File: config.mk
export PLATFORM = sky130hd
export DESIGN_NAME = cl_axil_regfile
export DESIGN_NICKNAME = d
export VERILOG_FILES = /design/src/rtl/cl_axil_regfile.sv
export SDC_FILE = /design/constraint.sdc
export NUM_CORES = 1
export LEC_CHECK = 0
export ABC_AREA = 1
export BUFFER_PORTS_ARGS = -buffer_cell sky130_fd_sc_hd__buf_2
export CAP_MARGIN = 10
export CORE_AREA = 2 2 215 217
export CTS_CLUSTER_DIAMETER = 200
export DETAILED_ROUTE_END_ITERATION = 10
export DIE_AREA = 0 0 217 219
export GPL_TIMING_DRIVEN = 0
export HOLD_SLACK_MARGIN = 0.1
export MAX_ROUTING_LAYER = met4
export SLEW_MARGIN = 10
export SYNTH_ARGS = -nofsm -noshare
export SYNTH_HDL_FRONTEND = slang
export SYNTH_SLANG_ARGS = --single-unit
File: constraint.sdc
create_clock -name clk_main_a0 -period 4.6 [get_ports clk_main_a0]
set_input_delay 0.92 -clock clk_main_a0 [delete_from_list [all_inputs] [get_ports clk_main_a0]]
set_output_delay 0.92 -clock clk_main_a0 [all_outputs]
set_load 0.02 [all_outputs]
File: src/rtl/cl_axil_regfile.sv
// AXI-Lite register bank for the OCL path: NUM_REGS RW words, NUM_STATUS RO status words, vLED mirror.
// Define CL_AXIL_REGFILE_WR_PULSE_EN to add wr_pulse_o, a one-cycle strobe per committed RW register.
module cl_axil_regfile #(
  parameter int          ADDR_W       = 32,
  parameter int          NUM_REGS     = 8,
  parameter int          NUM_STATUS   = 4,
  parameter int          VLED_REG     = 0,
  parameter logic [31:0] UNIMPL_VALUE = 32'hDEAD_BEEF,
  localparam int         STAT_N       = (NUM_STATUS > 0) ? NUM_STATUS : 1
) (
  input  logic                     clk_main_a0,
  input  logic                     rst_main_n,
  input  logic                     s_awvalid,
  input  logic [ADDR_W-1:0]        s_awaddr,
  output logic                     s_awready,
  input  logic                     s_wvalid,
  input  logic [31:0]              s_wdata,
  input  logic [3:0]               s_wstrb,
  output logic                     s_wready,
  output logic                     s_bvalid,
  output logic [1:0]               s_bresp,
  input  logic                     s_bready,
  input  logic                     s_arvalid,
  input  logic [ADDR_W-1:0]        s_araddr,
  output logic                     s_arready,
  output logic                     s_rvalid,
  output logic [31:0]              s_rdata,
  output logic [1:0]               s_rresp,
  input  logic                     s_rready,
  output logic [NUM_REGS*32-1:0]   reg_q_o,
  input  logic [STAT_N*32-1:0]     status_i,
`ifdef CL_AXIL_REGFILE_WR_PULSE_EN
  output logic [NUM_REGS-1:0]      wr_pulse_o,
`endif
  output logic [15:0]              vled_o
);

  localparam int WORD_W     = ADDR_W - 2;
  localparam int REG_IDX_W  = (NUM_REGS > 1) ? $clog2(NUM_REGS) : 1;
  localparam int STAT_IDX_W = (STAT_N > 1) ? $clog2(STAT_N) : 1;

  localparam logic [1:0] RESP_OKAY   = 2'b00;
  localparam logic [1:0] RESP_SLVERR = 2'b10;
  localparam logic [1:0] RESP_DECERR = 2'b11;

  typedef enum logic [1:0] {TGT_RW, TGT_RO, TGT_NONE} tgt_e;

  typedef struct packed {
    tgt_e                  tgt;
    logic [REG_IDX_W-1:0]  reg_idx;
    logic [STAT_IDX_W-1:0] stat_idx;
  } decode_t;

  // Word-granular decode: RW bank first, status words right after it, everything else unmapped.
  function automatic decode_t decode(input logic [WORD_W-1:0] word);
    logic [63:0] w;
    decode_t     d;
    w          = 64'(word);
    d.tgt      = TGT_NONE;
    d.reg_idx  = word[REG_IDX_W-1:0];
    d.stat_idx = '0;
    if (w < 64'(NUM_REGS)) begin
      d.tgt = TGT_RW;
    end else if (w < 64'(NUM_REGS) + 64'(NUM_STATUS)) begin
      d.tgt      = TGT_RO;
      d.stat_idx = STAT_IDX_W'(w - 64'(NUM_REGS));
    end
    return d;
  endfunction

  logic              aw_held_q, aw_held_d;
  logic [WORD_W-1:0] aw_word_q, aw_word_d;
  logic              w_held_q, w_held_d;
  logic [31:0]       w_data_q, w_data_d;
  logic [3:0]        w_strb_q, w_strb_d;
  logic              bvalid_q, bvalid_d;
  logic [1:0]        bresp_q, bresp_d;
  logic              rvalid_q, rvalid_d;
  logic [31:0]       rdata_q, rdata_d;
  logic [1:0]        rresp_q, rresp_d;
  logic [31:0]       regs_q [NUM_REGS];
  logic [31:0]       regs_d [NUM_REGS];
  logic [15:0]       vled_q, vled_d;
  logic [31:0]       status_w [STAT_N];

  logic    commit;
  decode_t wr_dec;
  decode_t rd_dec;
  logic    unused_addr_bits;

  assign unused_addr_bits = ^{s_awaddr[1:0], s_araddr[1:0]};

  for (genvar i = 0; i < STAT_N; i++) begin : g_status
    assign status_w[i] = status_i[32*i +: 32];
  end

  for (genvar i = 0; i < NUM_REGS; i++) begin : g_reg_out
    assign reg_q_o[32*i +: 32] = regs_q[i];
  end

  assign s_awready = !aw_held_q;
  assign s_wready  = !w_held_q;
  assign s_arready = !rvalid_q;
  assign s_bvalid  = bvalid_q;
  assign s_bresp   = bresp_q;
  assign s_rvalid  = rvalid_q;
  assign s_rdata   = rdata_q;
  assign s_rresp   = rresp_q;
  assign vled_o    = vled_q;

  assign wr_dec = decode(aw_word_q);
  assign rd_dec = decode(s_araddr[ADDR_W-1:2]);
  // A held pair waits here while a previous B response is still outstanding.
  assign commit = aw_held_q && w_held_q && !bvalid_q;

  always_comb begin
    // NOTE: every _d takes its hold value first, so no path through this block can infer a latch.
    aw_held_d = aw_held_q;
    aw_word_d = aw_word_q;
    w_held_d  = w_held_q;
    w_data_d  = w_data_q;
    w_strb_d  = w_strb_q;
    bvalid_d  = bvalid_q;
    bresp_d   = bresp_q;
    rvalid_d  = rvalid_q;
    rdata_d   = rdata_q;
    rresp_d   = rresp_q;
    regs_d    = regs_q;
    vled_d    = regs_q[VLED_REG][15:0];

    if (s_awvalid && s_awready) begin
      aw_held_d = 1'b1;
      aw_word_d = s_awaddr[ADDR_W-1:2];
    end
    if (s_wvalid && s_wready) begin
      w_held_d = 1'b1;
      w_data_d = s_wdata;
      w_strb_d = s_wstrb;
    end

    if (commit) begin
      aw_held_d = 1'b0;
      w_held_d  = 1'b0;
      bvalid_d  = 1'b1;
      unique case (wr_dec.tgt)
        TGT_RW: begin
          bresp_d = RESP_OKAY;
          for (int k = 0; k < 4; k++) begin
            if (w_strb_q[k]) regs_d[wr_dec.reg_idx][8*k +: 8] = w_data_q[8*k +: 8];
          end
        end
        TGT_RO:  bresp_d = RESP_SLVERR;
        default: bresp_d = RESP_DECERR;
      endcase
    end else if (bvalid_q && s_bready) begin
      bvalid_d = 1'b0;
    end

    // Reads see regs_q, so a read racing a commit returns the pre-write value.
    if (s_arvalid && s_arready) begin
      rvalid_d = 1'b1;
      unique case (rd_dec.tgt)
        TGT_RW: begin
          rdata_d = regs_q[rd_dec.reg_idx];
          rresp_d = RESP_OKAY;
        end
        TGT_RO: begin
          rdata_d = status_w[rd_dec.stat_idx];
          rresp_d = RESP_OKAY;
        end
        default: begin
          rdata_d = UNIMPL_VALUE;
          rresp_d = RESP_DECERR;
        end
      endcase
    end else if (rvalid_q && s_rready) begin
      rvalid_d = 1'b0;
      rdata_d  = '0;
    end
  end

  // NOTE: the register bank is a flop array with a defined power-on value, not a RAM, so it is reset.
  always_ff @(posedge clk_main_a0 or negedge rst_main_n) begin
    if (!rst_main_n) begin
      aw_held_q <= 1'b0;
      aw_word_q <= '0;
      w_held_q  <= 1'b0;
      w_data_q  <= '0;
      w_strb_q  <= '0;
      bvalid_q  <= 1'b0;
      bresp_q   <= RESP_OKAY;
      rvalid_q  <= 1'b0;
      rdata_q   <= '0;
      rresp_q   <= RESP_OKAY;
      regs_q    <= '{default: '0};
      vled_q    <= '0;
    end else begin
      // NOTE: <= makes every flop sample the pre-edge value of its _d, independent of statement order.
      aw_held_q <= aw_held_d;
      aw_word_q <= aw_word_d;
      w_held_q  <= w_held_d;
      w_data_q  <= w_data_d;
      w_strb_q  <= w_strb_d;
      bvalid_q  <= bvalid_d;
      bresp_q   <= bresp_d;
      rvalid_q  <= rvalid_d;
      rdata_q   <= rdata_d;
      rresp_q   <= rresp_d;
      regs_q    <= regs_d;
      vled_q    <= vled_d;
    end
  end

`ifdef CL_AXIL_REGFILE_WR_PULSE_EN
  logic [NUM_REGS-1:0] wr_pulse_q, wr_pulse_d;

  always_comb begin
    wr_pulse_d = '0;
    if (commit && (wr_dec.tgt == TGT_RW) && (|w_strb_q)) wr_pulse_d[wr_dec.reg_idx] = 1'b1;
  end

  always_ff @(posedge clk_main_a0 or negedge rst_main_n) begin
    if (!rst_main_n) wr_pulse_q <= '0;
    else             wr_pulse_q <= wr_pulse_d;
  end

  assign wr_pulse_o = wr_pulse_q;
`endif

endmodule

## After elaboration in Yosys (flattened, before gate mapping)

Cells that the tools add are included.

- ROM bits: 0
- Memories kept: 0
- Logic and storage cells: 100
- Bits in registers: 378
- Output and inout bits: 313
- Latch bits: 0
- Bits of input ports: 235
- Memory bits (writable): 0

- Div/mod/pow operators: 0
- Eq/ne operators: 2
- $mul: 0
- Reduce and logical (&&, ||, !) cells: 20
- Order comparisons: 8
- Add/subtract/negate cells: 1
- Multiplexer cells: 47
- Bitwise operators: 3
- Shifts and indexed selects: 0

Operators with widths:

| operator | number |
|---|---|
| 256-bit two-way mux | 10 |
| 256-bit bitwise mux | 4 |
| 32-bit demux with 3-bit select | 4 |
| 32-bit two-way mux | 7 |
| 30-bit by 4-bit < comparator with 1-bit output (second input constant) | 4 |
| 32-bit binary-select mux with 3-bit select | 1 |
| 32-bit binary-select mux with 2-bit select | 1 |
| 32-bit case mux with 2 select lines | 1 |
| 24-bit two-way mux | 1 |
| 16-bit two-way mux | 1 |
| 2-bit two-way mux | 7 |
| 4-bit >= comparator (second input constant) | 2 |
| 1-bit logical AND | 8 |
| 1-bit two-way mux | 8 |
| 8-bit two-way mux | 1 |
| 3-bit inverter with 4-bit output | 2 |
| 2-bit nonzero test | 4 |
| 2-bit by 1-bit equality test with 1-bit output (second input constant) | 2 |
| 1-bit zero test | 4 |
| 2-bit zero test | 2 |
| 4-bit by 1-bit < comparator with 1-bit output (second input constant) | 1 |
| 2-bit case mux with 2 select lines | 1 |
| 3-bit >= comparator (second input constant) | 1 |
| 2-bit inverter with 3-bit output | 1 |
| 3 further kinds | 3 |

## Logic depth before layout (Yosys ltp)

Gate-level depths: netlist (run 1).

- Depth in word-level cells: 19
- Gate-level depth with buffers: 14
- Depth with buffers taken out: 13

## Worst setup path before layout (run 1)

No wires, ideal clock.

- Path type: in2reg
- Start point: in s_araddr[2]
- End point: reg rdata_q[25], in the netlist s_rdata[25]
- Setup slack: 2,328 ps
- Cell stages on the path: 11
- Library setup time: 117 ps
- Arrival time: 2,155 ps
- Buffers on the path: 4
- Path through: buf_2 > buf_2 > buf_2 > buf_1 > nand4_1 > nand3_1 > nand2_1 > nand2_1 > nand2_1 > nand2_1 > nand2_1

- Word-level cells in the longest chain between the ends: 9

Ends and longest elaborated chain:

| what | RTL line | source |
|---|---|---|
| start, declared | 24 | `input logic [ADDR_W-1:0] s_araddr,` |
| 30-bit by 4-bit < comparator with 1-bit output / 2-bit by 1-bit subtractor with 2-bit output (equally long branches) | 64, 66 |  |
| 2-bit two-way mux | 64 | `end else if (w < 64'(NUM_REGS) + 64'(NUM_STATUS)) begin` |
| 2-bit two-way mux | 62 | `if (w < 64'(NUM_REGS)) begin` |
| 2-bit inverter with 3-bit output (implied by the code) | 168 | `rdata_d = status_w[rd_dec.stat_idx];` |
| 32-bit binary-select mux with 2-bit select | 168 |  |
| 32-bit two-way mux (implied by the code) (2 in a row) | 168 |  |
| 32-bit case mux with 2 select lines * | 162 | `unique case (rd_dec.tgt)` |
| 32-bit two-way mux * | 160 | `if (s_arvalid && s_arready) begin` |
| end signal, assigned | 207 | `rdata_q <= rdata_d;` |
| end, declared | 79 | `logic [31:0] rdata_q, rdata_d;` |

Every way passes the cells marked *; elsewhere a longest branch is shown, timed or not. The select of a mux whose other input is x is not followed.
A chain may end at the register's enable or synchronous reset.

## Worst setup path after layout (run 1)

- Start point: in s_araddr[6]
- End point: reg rdata_q[5], in the netlist s_rdata[5]

- Word-level cells in the longest chain between the ends: 9

Ends and longest elaborated chain:

| what | RTL line |
|---|---|
| 30-bit by 4-bit < comparator with 1-bit output | 64 |
| 2-bit two-way mux | 64 |
| 2-bit two-way mux | 62 |
| 2-bit inverter with 3-bit output (implied by the code) | 168 |
| 32-bit binary-select mux with 2-bit select | 168 |
| 32-bit two-way mux (implied by the code) (2 in a row) | 168 |
| 32-bit case mux with 2 select lines * | 162 |
| 32-bit two-way mux * | 160 |

Marks and branches as above.

==> results of run 1 <==
[sequential cells by signal, summed over array words and instances (netlist names)]
| signal | cells |
|---|---|
| s_rdata | 32 |
| vled_o | 16 |
| w_data_q | 32 |
| aw_held_q | 1 |
| s_rvalid | 1 |
| w_held_q | 1 |
| reg_q_o | 256 |
| s_bvalid | 1 |
| aw_word_q | 30 |
| s_bresp | 2 |
| w_strb_q | 4 |
| s_rresp | 1 |
[cells by family (layout without fill, tap and decap cells)]
group,Yosys count,in the layout,share of synthesized area
other,0,8,0
AO/OA/AOI/OAI,508,508,0.158
flip-flops,377,377,0.534
buffers and inverters,260,883,0.0636
AND/OR/NAND/NOR,979,979,0.228
multiplexers,26,26,0.0166
[worst max-delay path: cells and delay by family]
| kind | cells | cell delay (ns) |
|---|---|---|
| and+or+nand+nor | 7 | 1.45 |
| buffers and inverters | 4 | 0.70 |
| AOI/OAI and AO/OA | 1 | 0.53 |
[metrics by stage]
stage / instance area (µm²) / cells / utilization
after detailed placement: 21300 / 3297 / 0.472
after floorplan: 17700 / 2150 / -
after global placement: 21100 / 3292 / 0.469
after CTS: 22700 / 3373 / 0.504
final: 22700 / 3381 / 0.505
after global routing: 22700 / 3381 / 0.505
[power breakdown]
group / internal (mW) / switching [mW] / leakage, nW
combinational: 0.471 / 1.28 / 6.42
sequential: 3.66 / 0.157 / 5.01
clock: 2.11 / 1.46 / 0.715
[per-layer routing]
| layer | share of wire | vias up |
|---|---|---|
| met1 | 0.38 | 9113 |
| met4 | 0.060 | 0 |
| li1 | - | 8302 |
| met5 | 0 | - |
| met2 | 0.46 | 1073 |
| met3 | 0.10 | 268 |
[cell usage after synthesis, drive strengths merged]
cell	instances
clkinv	2
a32o	9
buf	74
clkbuf	53
o211ai	8
or2	8
nand2	696
nor3	10
nand3	63
nor2	171
o21a	1
o21ai	343
dfrtp	377
nand4	31
inv	131
o311ai	6
mux2	26
o221ai	34
a21oi	93
a22oi	14
[path summary, 6_finish.rpt]
| check | startpoint | end | slack (ns) | depth (start not counted) |
|---|---|---|---|---|
| min reg2reg | reg_q_o[15] | vled_o[15] | 0.45 | 0 |
| max reg2reg | aw_word_q[2] | reg_q_o[206] | 1.76 | 6 |
| max in group asynchronous | rst_main_n | w_data_q[24] | 2.89 | 4 |
| min in group clk_main_a0 | reg_q_o[15] | vled_o[15] | 0.45 | 0 |
| max | s_araddr[6] | s_rdata[5] | 1.45 | 12 |
| min | rst_main_n | s_rdata[9] | 0.34 | 2 |
[final cells by class]
| class | instances | share of cell area |
|---|---|---|
| Sequential cell | 377 | 0.415 |
| Multi-Input combinational cell | 1513 | 0.314 |
| Timing Repair Buffer | 547 | 0.125 |
| Clock buffer | 59 | 0.0544 |
| Tap cell | 600 | 0.0330 |
| Buffer | 127 | 0.0274 |
| Inverter | 133 | 0.0219 |
| Clock inverter | 17 | 0.00907 |
| Antenna cell | 8 | 0.000880 |
==> results.txt, run 1 <==
----------------------------------------------------
[Global routing]
  Met3 usage in global routing ... 0.105
  Most crowded layer after global routing ... met2
  Met2 Track Usage GR ... 0.569
  Antenna violations before repair ... 10
  Largest net degree at the start of global routing ... about 100
  Tot GR Track Use ... 0.369
  Via count of the first global-routing pass ... about 18000
  Final global-route overflow total ... 0
  Global-route wire length before repair ... 123 mm
  Global routing usage on met1 ... 0.439

[Worst setup path]
  Required time of the critical path ... a little over 5 ns
  Critical-path cell list ... buf_2 -> nor2_1 -> inv_1 -> nor2_1 -> nand2_1 -> nor2_1 -> buf_2 -> o311ai_0 -> nand2_1 -> inv_1 -> nand2_1 -> nand2_1
  Critical Setup Path Class ... in2reg
  Cell with the most instances on the worst path ... nand2_1
  Crit path max-delay cell type ... nor2_1
  Crit Path Max Fanout ... 10
  Setup crit end kind ... flop
  Slowest cell delay on critical path ... around 0.62 ns
  Critical path startpoint category ... primary input
  Arrival time reported for the critical path endpoint ... around 3.6 ns

[Layout]
  Most common cell after layout, fill and taps aside ... nand2_1
  Area occupied by multi-input gates ... roughly 7100 µm²
  Net total in the final layout ... between 2000 and 3000
  Fill cell count ... about 4500
  Highest-count cells in the layout ignoring fill and taps ... nand2_1, buf_2, dfrtp_1, o21ai_0, nor2_1
  Area overhead of the layout relative to synthesis ... 28.7%
  Sequential cell area in the final layout ... 9430 µm²
  Proportion of layout cells with a drive suffix above 1 ... 0.268

[Floorplanning]
  # IOs ... about 550
  Vertical die dimension ... 219 µm
  Num rows ... between 70 and 80
  Placeable core region ... around 45000 µm²
  Die Outline Area ... ~48000 µm²
  Horiz. Die Dim ... 217 µm
  Effective utilization at floorplan ... 0.392

[Clocking]
  Clock net sink count ... ~380
  Library cell used as clock root buffer ... clkbuf_16
  Number of levels the H-tree was split into ... 2
  Setup bufs post-CTS ... 0
  CTS tree ... built
  Later-pin clock latency in the skew report ... 0.58 ns
  Clock transition at the register clock pins on the worst setup and hold paths after CTS ... 0.06 ns
  Hold_buf cts ... 0
  Largest buffer count on any clock path ... 3
  Total CTS buffers ... 43
  Post_cts resized ... 0

[Pwr]
  Worst voltage drop across the vdd grid ... around 0.36 mV
  Total power ... just over 9 mW
  Leakage Power ... 12.1 nW
  Power per Cell Area ... ~400 nW/µm²

[Place]
  Post-Place Worst Slack ... roughly 1.1 ns
  HPWL Detailed ... about 67 mm
  Quantity of I/O buffers inserted on ports ... around 540
  Routability Congestion ... 0.964

[Timing]
  Final Hold Violating Endpoints ... 0
  Setup total negative slack ... 0 ns
  Time the final worst path needs with I/O delays and setup ... about 3.2 ns
  Relative slew slack ... 0.0748
  Unrepaired setup endpoints after global routing ... false
  Clock Skew ... roughly 0.016 ns
  Fin crit share ... 0.686
  Final Max Tran Viols ... 0
  Worst Max-Slew Pin Slew ... around 1.4 ns
  Fmax ... about 0.32 GHz
  Fin worst setup slack ... between 1 and 1.5 ns
  Final-report setup violation count ... 0
  Final Hold Slack ... 0.345 ns

[Drt]
  Final routed wire length divided by cell count ... between 20 and 30 µm
  Wirelength, routed ... a little under 90 mm
  Initial DRT Pass Iterations ... 8
  Via count ... 18800
  Antenna violation net count after detailed routing ... 0
  Starting DRT DRC Count ... 1894
  DR vias/cell ... about 5.5
  Remaining DRCs ... 0

[Synth]
  Largest area contributor in the synthesized netlist ... dfrtp_1
  Synth Area per Inst ... 8.22 µm²
  Number of instances in the synthesized netlist ... between 2000 and 2500
  Netlist Area Pre-Place ... 17700 µm²
  Share of synthesized area occupied by flip-flops and latches ... 0.534
  Net Count, Synth ... 2385
  Dominant cells by area after synthesis ... dfrtp_1, nand2_1, o21ai_0
  Yosys warning total ... 0
  Area share of the largest cell type after synthesis ... 0.534
  Flip-flop and latch count after synthesis ... around 380
  Post-synth cell types ... 35

[Job]
  Max capacitance violation total ... 0

[Min path]
  Worst min-delay path class ... in2async

[Status]
  Outcome ... complete, no violations

----------------------------------------------------
(Power assumes the default switching activity.)
==> run 2, diff against run 1 <==
Settings changed: PLACE_DENSITY set to 0.66.
Clock period 4.6 ns to 2.8 ns, I/O delays scaled along.
==> run 2 against run 1 <==
The flow now finishes with violations (negative setup slack). Sequential share of layout area rose by 0.14 points. First-iteration DRC count is 16% higher. Critical path type is now reg2reg. Sequential power rose by 65%. Worst setup slack got worse by 1.5 ns. Non-clock buffer count fell by 1. Critical path depth down 7. Clock skew up 0.0043 ns. Final cell count decreased by 0.12%.
==> results.txt, run 2 (synthesis gave the netlist of run 1 again) <==
----------------------------------------------------
[Timing]
  Setup total negative slack ... -0.0121 ns (-0.0121 ns)
  Final Hold Violating Endpoints ... 0 (unchanged)
  Relative slew slack ... 0.0555 (-0.0192)
  Unrepaired setup endpoints after global routing ... false
  Clock Skew ... 0.0207 ns (+0.00432 ns)
  Time the final worst path needs with I/O delays and setup ... between 2 and 3 ns
  Worst Max-Slew Pin Slew ... 1.40 ns (+0.0217 ns)
  Fin crit share ... 1.00
  Final Max Tran Viols ... 0 (unchanged)
  Fmax ... between 0.3 and 0.4 GHz
  Fin worst setup slack ... -0.00875 ns (-1.45 ns)
  Final-report setup violation count ... 2 (+2)

[Pwr]
  Leakage Power ... 12.1 nW (-0.34%)
  Power per Cell Area ... 654 nW/µm² (+63%)
  Worst voltage drop across the vdd grid ... 0.587 mV (+61%)

[Place]
  Instance count after placement with tap cells included ... 3295 (-0.061%)
  Post-Place Worst Slack ... -0.430 ns (-1.51 ns)
  Quantity of I/O buffers inserted on ports ... 542 (unchanged)
  HPWL Detailed ... 65.0 mm (-2.9%)
  Routability Congestion ... 0.998 (+3.5%)

[Worst setup path]
  Startpoint of the worst register-to-register path ... aw_word_q[2]
  Critical-path cell list ... inv_1 -> nor3_1 -> nand2_1 -> buf_2 -> o21ai_0
  Worst setup path start ... aw_word_q[2]
  Slowest cell delay on critical path ... 1.02 ns (+0.40 ns)
  Required time of the critical path ... 3.29 ns (-1.78 ns)
  Setup crit end kind ... flop
  Critical path startpoint category ... flop
  R2r worst-path depth ... 5 (-1)
  Critical Setup Path Class ... reg2reg
  Capture instance of the worst register-to-register path ... reg_q_o[203]
  Arrival time reported for the critical path endpoint ... 3.30 ns (-0.32 ns)
  Crit path max-delay cell type ... nor3_1
  Crit Path Max Fanout ... 10 (unchanged)
  Worst reg-to-reg setup slack ... -0.009 ns (-1.77 ns)

[Status]
  Violated checks ... negative setup slack
  Outcome ... finished with violations

[Layout]
  Highest-count cells in the layout ignoring fill and taps ... nand2_1, buf_2, dfrtp_1, o21ai_0, nor2_1
  Area overhead of the layout relative to synthesis ... 28.3%
  Area occupied by multi-input gates ... 7140 µm² (about the same)
  Count of placed standard cells in the final layout, fillers left out ... 3377 (-0.12%)
  Final Util ... 0.503 (-0.00169)
  Proportion of layout cells with a drive suffix above 1 ... 0.267 (-0.000986)
  Net total in the final layout ... 2976 (-0.034%)
  Sequential cell area in the final layout ... 9430 µm² (unchanged)
  Largest register FFs ... 256 (unchanged)
  Most common cell after layout, fill and taps aside ... nand2_1
  Fill cell count ... 4549 (+0.022%)

[Global routing]
  Antenna violations before repair ... 5 (-5)
  Largest net degree at the start of global routing ... 101 (-2.9%)
  Final global-route overflow total ... 0 (unchanged)
  Via count of the first global-routing pass ... 18000 (-0.86%)
  Tot GR Track Use ... 0.360 (-0.00837)
  Global-route wire length before repair ... 120 mm (-2.3%)

[Drt]
  Via count ... 18800 (+0.36%)
  DR vias/cell ... 5.57 (+0.48%)
  Initial DRT Pass Iterations ... 6 (-2)
  Final routed wire length divided by cell count ... 25.3 µm (-1.8%)
  Wirelength, routed ... 85.5 mm (-1.9%)
  Remaining DRCs ... 0 (unchanged)
  Starting DRT DRC Count ... 2206 (+16%)
  Antenna violation net count after detailed routing ... 0 (unchanged)

[Min path]
  Worst Hold Endpoint ... s_bvalid
  Hold Crit Depth ... 2
  Min-delay src ... s_bready
  Worst min-delay path class ... in2reg

[Floorplanning]
  Vertical die dimension ... 219 µm (unchanged)
  Die Outline Area ... 47500 µm² (unchanged)
  # IOs ... 548 (unchanged)
  Horiz. Die Dim ... 217 µm (unchanged)
  Placeable core region ... 45100 µm² (unchanged)
  Effective utilization at floorplan ... 0.392 (unchanged)
  Num rows ... 78 (unchanged)

[Clocking]
  Clock transition at the register clock pins on the worst setup and hold paths after CTS ... 0.06 ns (about the same)
  Number of levels the H-tree was split into ... 2 (unchanged)
  Setup bufs post-CTS ... 0 (unchanged)
  Library cell used as clock root buffer ... clkbuf_16
  Later-pin clock latency in the skew report ... 0.60 ns (+0.02 ns)
  Largest buffer count on any clock path ... 3 (unchanged)
  CTS tree ... built
  Clock net sink count ... 377 (unchanged)
  Total CTS buffers ... 43 (unchanged)

[Job]
  Max capacitance violation total ... 0 (unchanged)

----------------------------------------------------
-- run 2: worst max path at each step --
stage	to	cells after the start
floorplan	s_rdata[25]	11
global placement	w_data_q[26]	1
detailed placement	s_rdata[26]	12
CTS	reg_q_o[203]	5
global route	reg_q_o[207]	6
finish	reg_q_o[203]	5
-- run 2: what timing repair did --
action / 4_1_cts / 5_1_grt
resized for setup: 0 / 1
hold buffers: 1 / 0
endpoints found under the hold margin: 97 / 0
endpoints found under the setup margin: 0 / 2
-- run 2: report_power, final --
| part | leakage (nW) | switching [mW] | internal [mW] |
|---|---|---|---|
| clock network | 0.689 | 2.46 | 3.27 |
| logic | 6.41 | 2.06 | 0.766 |
| registers | 5.01 | 0.261 | 6.01 |
-- run 2: routing by layer --
metal,wire [µm],GRT usage
met5,0,-
met4,4570,0.168
met3,9810,0.0984
met2,39500,0.572
met1,31500,0.427
-- run 2: worst max-delay path, delay by kind of cell (launching register included) --
| kind | cells | cell delay, ns |
|---|---|---|
| flip-flops | 1 | 0.46 |
| buffers and inverters | 2 | 0.51 |
| AND/OR/NAND/NOR | 2 | 1.53 |
| AO/OA/AOI/OAI | 1 | 0.21 |
-- run 2: final cells by class --
cell class	instances	area share
clock buffers	57	0.0520
well taps	600	0.0331
diodes	5	0.000552
plain buffers	127	0.0275
repair buffers	546	0.124
clock inverters	19	0.00966
inverters	133	0.0220
multi-input cells	1513	0.315
flip-flops and latches	377	0.416
-- run 2: metrics by stage --
step / area, µm² / hold slack [ns] / power [mW]
6_report: 22700 / 0.157 / 14.8
5_1_grt: 22700 / 0.176 / 15.4
3_5_place_dp: 21300 / 0.438 / 9.16
3_3_place_gp: 21100 / 0.433 / 9.02
4_1_cts: 22700 / 0.139 / 14.8
2_1_floorplan: 17700 / 0.264 / 7.86
